<file path="src/rtl/uart_pkg.sv">
// uart_pkg: constants and FSM state encoding shared by uart_tx and the future uart_rx.
// Contents: CLKS_PER_BIT_DEF (115200 baud at 100 MHz), 3-bit state localparams, and the state_t enum built on them.
package uart_pkg;
  localparam int CLKS_PER_BIT_DEF = 868;
  localparam logic [2:0] S_IDLE  = 3'd0;
  localparam logic [2:0] S_REQ   = 3'd1;
  localparam logic [2:0] S_LATCH = 3'd2;
  localparam logic [2:0] S_START = 3'd3;
  localparam logic [2:0] S_DATA  = 3'd4;
  localparam logic [2:0] S_STOP  = 3'd5;
  typedef enum logic [2:0] {
    IDLE  = S_IDLE,
    REQ   = S_REQ,
    LATCH = S_LATCH,
    START = S_START,
    DATA  = S_DATA,
    STOP  = S_STOP
  } state_t;
endpackage

</file>
<file path="src/rtl/baud_counter.sv">
// baud_counter: per-bit strobe generator; counts 0..CLKS_PER_BIT-1 and wraps at the bit boundary.
// Ports: CLK clock, RST async active-high reset, clear holds the count at 0, bit_done pulses on the last cycle of each bit.
module baud_counter
  import uart_pkg::*;
#(
  parameter int CLKS_PER_BIT = CLKS_PER_BIT_DEF
) (
  input  logic CLK,
  input  logic RST,
  input  logic clear,
  output logic bit_done
);
  localparam int W = $clog2(CLKS_PER_BIT);
  logic [W-1:0] r_cnt;
  assign bit_done = r_cnt == W'(CLKS_PER_BIT - 1);
  always_ff @(posedge CLK or posedge RST)
    if (RST) r_cnt <= '0;
    else r_cnt <= (clear || bit_done) ? '0 : r_cnt + 1'b1;
endmodule

</file>
<file path="src/rtl/uart_tx.sv">
// uart_tx: 8N1 serial transmitter that pops bytes from an upstream FIFO with registered read data.
// Ports: CLK clock, RST async active-high reset, FE FIFO empty, DI FIFO read data,
//        RREQ one-cycle FIFO read pulse, TX serial line (idle high), BUSY high outside IDLE.
module uart_tx
  import uart_pkg::*;
#(
  parameter int CLKS_PER_BIT = CLKS_PER_BIT_DEF
) (
  input  logic       CLK,
  input  logic       RST,
  input  logic       FE,
  input  logic [7:0] DI,
  output logic       RREQ,
  output logic       TX,
  output logic       BUSY
);
  state_t     r_state, w_next;
  logic [7:0] r_shift;
  logic [2:0] r_bit;
  logic       r_tx;
  logic       w_bit_done;
  logic       w_clear;
  // The counter only runs while a bit is on the line, so START always begins at count 0.
  assign w_clear = !(r_state inside {START, DATA, STOP});
  baud_counter #(.CLKS_PER_BIT(CLKS_PER_BIT)) u_baud (
    .CLK      (CLK),
    .RST      (RST),
    .clear    (w_clear),
    .bit_done (w_bit_done)
  );
  always_ff @(posedge CLK or posedge RST)
    if (RST) r_state <= IDLE;
    else r_state <= w_next;
  always_comb begin
    w_next = r_state;
    case (r_state)
      IDLE:    w_next = FE ? IDLE : REQ;
      REQ:     w_next = LATCH;
      LATCH:   w_next = START;
      START:   w_next = w_bit_done ? DATA : START;
      DATA:    w_next = (w_bit_done && r_bit == 3'd7) ? STOP : DATA;
      STOP:    w_next = w_bit_done ? IDLE : STOP;
      default: w_next = IDLE;
    endcase
  end
  // TX is registered from the current state, so the line trails the state by one cycle uniformly.
  always_ff @(posedge CLK or posedge RST)
    if (RST) begin
      r_shift <= '0;
      r_bit   <= '0;
      r_tx    <= 1'b1;
    end else begin
      r_tx <= (r_state == START) ? 1'b0 : (r_state == DATA) ? r_shift[0] : 1'b1;
      if (r_state == LATCH) begin
        r_shift <= DI;
        r_bit   <= '0;
      end else if (r_state == DATA && w_bit_done) begin
        r_shift <= r_shift >> 1;
        r_bit   <= (r_bit == 3'd7) ? r_bit : r_bit + 1'b1;
      end
    end
  assign TX   = r_tx;
  assign RREQ = r_state == REQ;
  assign BUSY = r_state != IDLE;
endmodule

</file>
<file path="config.mk">
export PLATFORM = sky130hd
export DESIGN_NAME = uart_tx
export DESIGN_NICKNAME = d
export VERILOG_FILES = /design/src/rtl/uart_pkg.sv /design/src/rtl/baud_counter.sv /design/src/rtl/uart_tx.sv
export SDC_FILE = /design/constraint.sdc
export NUM_CORES = 1
export LEC_CHECK = 0
export CAP_MARGIN = 25
export CORE_AREA = 2 2 49 61
export CTS_CLUSTER_DIAMETER = 60
export CTS_CLUSTER_SIZE = 24
export DETAILED_ROUTE_END_ITERATION = 10
export DIE_AREA = 0 0 51 63
export PLACE_DENSITY = 0.71
export RECOVER_POWER = 25
export SETUP_SLACK_MARGIN = 0.15
export SLEW_MARGIN = 20
export SYNTH_ARGS = -nofsm -noshare
export SYNTH_HDL_FRONTEND = slang
export SYNTH_SLANG_ARGS = --single-unit
</file>
<file path="constraint.sdc">
create_clock -name CLK -period 1.7 [get_ports CLK]
set_input_delay 0.34 -clock CLK [delete_from_list [all_inputs] [get_ports CLK]]
set_output_delay 0.34 -clock CLK [all_outputs]
set_load 0.01 [all_outputs]
</file>
---- Word level (Yosys, flattened, before mapping) ----
Cells that the tools add are included.
storage, ports and cells
  output and inout bits ................... 3
  input port bits ......................... 11
  bits in registers ....................... 25
  word-level logic and storage cells ...... 37
cells by class
  $add $sub $neg .......................... 2
  muxes and demuxes ....................... 13
  eq/ne operators ......................... 8
  reduce and logical (&&, ||, !) cells .... 9
operator list
  cell                   count
  $pmux 3 s6             1
  $mux 8                 2
  $mux 3                 5
  $add 10x1->10 const B  1
  $eq 10x10->1 const B   1
  $mux 10                1
  $eq 3x3->1 const B     3
  $eq 3x2->1 const B     2
  $reduce_bool 3->1      2
  $mux 1                 4
  $add 3x1->3 const B    1
  $eq 3x1->1 const B     1
  $logic_not 3->1        1
  $logic_and 1x1->1      2
  $ne 2x1->1 const B     1
  $reduce_and 2->1       1
  $reduce_bool 2->1      1
  $logic_not 1->1        1
  $logic_or 1x1->1       1

---- Logic depth before layout (Yosys ltp) ----
  depth after elaboration ................. 5
  mapped depth ............................ 6
  gate-level depth less buffers ........... 5

---- Cells and area by module ----
A second synthesis with hierarchy kept.
unflattened totals
  cell total of the unflattened synthesis .. 141
  area, all modules ....................... 1355.0 sq um
by module, submodules not included
  module        area an instance (sq um)  cells an instance  sequential area each (sq um)  instances
  uart_tx       785.8                     84                 376.6                         1
  baud_counter  569.3                     57                 250.2                         1

---- Worst setup path after synthesis ----
OpenSTA, ideal clock, no wires.
  path type ............................... reg2reg
  start ................................... register u_baud.r_cnt[0]
  end ..................................... register r_shift[2]
  required time ........................... 1564 ps
  data arrival time ....................... 1720 ps
  slack ................................... -156 ps
  setup time .............................. 136 ps
  clock period less this slack ............ 1856 ps
  buffers on the path ..................... 1
  cell stages (with the launch flop) ...... 7
  cell sequence ........................... dfrtp_1 > ha_1 > or3b_2 > nor4_4 > buf_6 > mux2i_1 > a21oi_1
on the way
  word-level cells in the longest chain between the ends .. 3
ends and longest elaborated chain
  what                         line                RTL
  start: declaration           baud_counter.sv:14  logic [W-1:0] r_cnt;
  start signal: assignment     baud_counter.sv:18  else r_cnt <= (clear || bit_done) ? '0 : r_cnt + 1'b1;
  $eq 10x10->1                 baud_counter.sv:15  assign bit_done = r_cnt == W'(CLKS_PER_BIT - 1);
  $logic_and 1x1->1            uart_tx.sv:57       end else if (r_state == DATA && w_bit_done) begin
  $reduce_bool 2->1 (no line)  --
  end signal: assignment       uart_tx.sv:58       r_shift <= r_shift >> 1;
  end: declaration             uart_tx.sv:18       logic [7:0] r_shift;
Every way passes these cells.
A chain may end at the register's enable or synchronous reset.

---- Worst setup path in the final report ----
  start ................................... register r_state[1]
  end ..................................... register r_shift[1]
on the way
  word-level cells in the longest chain between the ends .. 3
  elaborated cells between the ends (all ways) .. 5
  classes of those cells .................. eq/ne (2); mux (1); reduce/logical (2)
ends and longest elaborated chain
  what                         line           RTL
  start: declaration           uart_tx.sv:17  state_t r_state, w_next;
  start signal: assignment     uart_tx.sv:33  else r_state <= w_next;
  $eq 3x3->1                   uart_tx.sv:57
  $logic_and 1x1->1            uart_tx.sv:57
  $reduce_bool 2->1 (no line)  --
Several ways; a longest one is shown, not always the timed one.

==> qor.csv <==
metric,value,unit
syn_nets,133,
r2r_cells,7,
min_period,1850,ps
synth_xor_area_frac,0.05651,
synth_cell_types,36,
die_x,51,µm
viasPerCell,5.374,
grt_use_total,0.1851,
setup_slack,-149.9,ps
criticalPathCategory,flop to flop,
dpl.hpwl,1775,µm
routedWlPerCell,14.43,µm
p_leak,0.7926,nW
vias,1005,
fin_skew,9.954,ps
ant_nets,0,
stdcell_area,1697,µm²
vdd_drop_max,0.7660,mV
num_rows,21,
yosysSeqAreaShare,0.5055,
clock_latency,320,ps
cts_buffers,3,
core-area,2654,µm²
syn-instance-count,119,
yosysMostFrequentCell,dfrtp_1,
cts.reportedPaths.clkPinSlew,140,ps
fmax,540.6,MHz
worst_pin_slew,615.7,ps
die_h,63,µm
relSlewSlack,0.5896,
rsz0062_at_grt,yes,
fin_nets,168,
status,finished with violations,
avgSynthCellArea,10.42,µm²
cp.arrival,2040,ps
drtIter0Drc,12,
grt_pass1_wl,4574,µm
port_buffers,13,
cts-root-buf,clkbuf_4,
ys_warn_count,0,
min_path_cells,1,
drive_gt1_frac,0.2941,
ys_seq_elements,25,
fin_crit_sh,1.088,
synth.top_cells.by_count,"24 x dfrtp_1, 15 x nor2_1, 7 x inv_1",
cap_violations,0,
antenna_found_initial,0,
finalPower,1.460,mW
rrSetupSlack,-150,ps
synth-async-reset-ratio,1.000,
synth.largest_area_cell,dfrtp_1,
io_pins,14,
place.gp.congestion,0.7657,
place_inst,173,
start_util,0.4672,
cp.required,1890,ps
cellPowerDensity,860.5,nW/µm²
clock-sinks,25,
die_area,3213,µm²
fin_util,0.6393,
setup_viol,12,
synthFlopType,dfrtp_1,
instances_no_fill,187,
synth_top_area_frac,0.4844,
drc,0,
synth_mux_area_frac,0.02422,
min_path_type,flop to flop,
synth.cell_area,1240,µm²
syn_to_final_growth,36.83,%
hold_viol,0,
final.setup.tns,-964.2,ps
htree_levels,1,
synthSimpleGateAreaFrac,0.2079,
cp-end-kind,flop,
critPathLaunchType,flop,
diodes,0,
synth-compound-area-share,0.1352,
grt_max_degree,26,
dpl_cell_area,1501,µm²
synth_top_family_by_area,simple AND/OR/NAND/NOR gates,
grt_pass1_vias,1114,
path_max_fanout,8,
synth_area_leaders,"dfrtp_1 48%, nor2_1 4.5%, xor2_1 4.2%",
slew_violations,0,
cts_tree,yes,
wl,2699,µm
violations,setup timing,
grt-ovfl-total,0,
synth_fa_ha_area_frac,0.03027,
drt_first_pass_iters,4,
synth_edf_count,0,
clock_path_buffers,2,
## layer usage
layer / track usage / routed length (µm) / vias to the layer above
met5: 0 / 0 / -
met4: 0.08784 / 44 / 0
met3: 0.02153 / 78 / 6
met2: 0.3263 / 1449 / 16
met1: 0.2165 / 1127 / 497
li1: - / - / 486
## cell type report
type | count | area, µm²
clock buffer | 4 | 26.28
fill | 204 | 957.2
sequential | 25 | 628.1
timing repair buffer | 34 | 327.8
multi-input combinational | 83 | 643.1
tap | 34 | 42.54
inverter | 7 | 28.78
## logic make-up after synthesis
kind of cell | after synthesis
XOR/XNOR | 8
buffers and inverters | 11
multiplexers | 3
adder cells (fa/ha/maj) | 3
flip-flops | 25
AO/OA/AOI/OAI | 23
AND/OR/NAND/NOR | 46
## layout by cell type (no fill, tap or decap), types with 3 or more instances in the layout
master,count
xor2_1,6
o21a_1,4
a21oi_1,3
inv_1,6
buf_6,3
a22o_1,3
clkdlybuf4s50_1,9
nand3_1,6
nand2_1,6
a21o_1,4
buf_4,14
dfrtp_1,23
nor2_1,14
clkbuf_4,3
## path summary, 6_finish.rpt
| check | endpoint | from |
|---|---|---|
| setup / recovery | r_shift[1] | r_state[1] |
| min in group asynchronous | u_baud.r_cnt[1] | RST |
| max in group asynchronous | r_state[2] | RST |
| hold reg to reg | r_shift[5] | r_shift[5] |
| hold / removal | r_shift[5] | r_shift[5] |
| setup reg to reg | r_shift[1] | r_state[1] |
## through the flow
stage	hold WS, ps	setup WS (ps)
floorplan	366.6	-123.1
global placement	463.9	-47.08
detailed placement	476.0	-142.1
CTS	359.5	-132.4
global route	530.9	-223.8
finish	498.6	-149.9
## registers in the layout, indices dropped and copies added (netlist names)
register / cells
r_bit: 3
r_shift: 8
u_baud.r_cnt: 10
r_state: 3
TX: 1
## worst max-delay path: stages, from the launching register on
cell and delay (ps):
dfrtp_1 430, buf_6 120, or3b_4 390, nor4_4 230
buf_4 160, buf_12 120, mux2i_2 190, a21oi_1 80
## report_power, final
part / total, mW / switching, mW / internal (mW)
combinational: 0.400 / 0.177 / 0.223
clock: 0.263 / 0.172 / 0.0917
sequential: 0.797 / 0.0852 / 0.712
total: 1.46 / 0.433 / 1.03
## timing repair
item,CTS,global route
buffers inserted,5,4
resized for setup,20,10
pin swaps,5,5
hold buffers,0,0
setup endpoints to repair,27,26
cloned,1,0
Note: power is estimated with default switching activity, not from simulation.
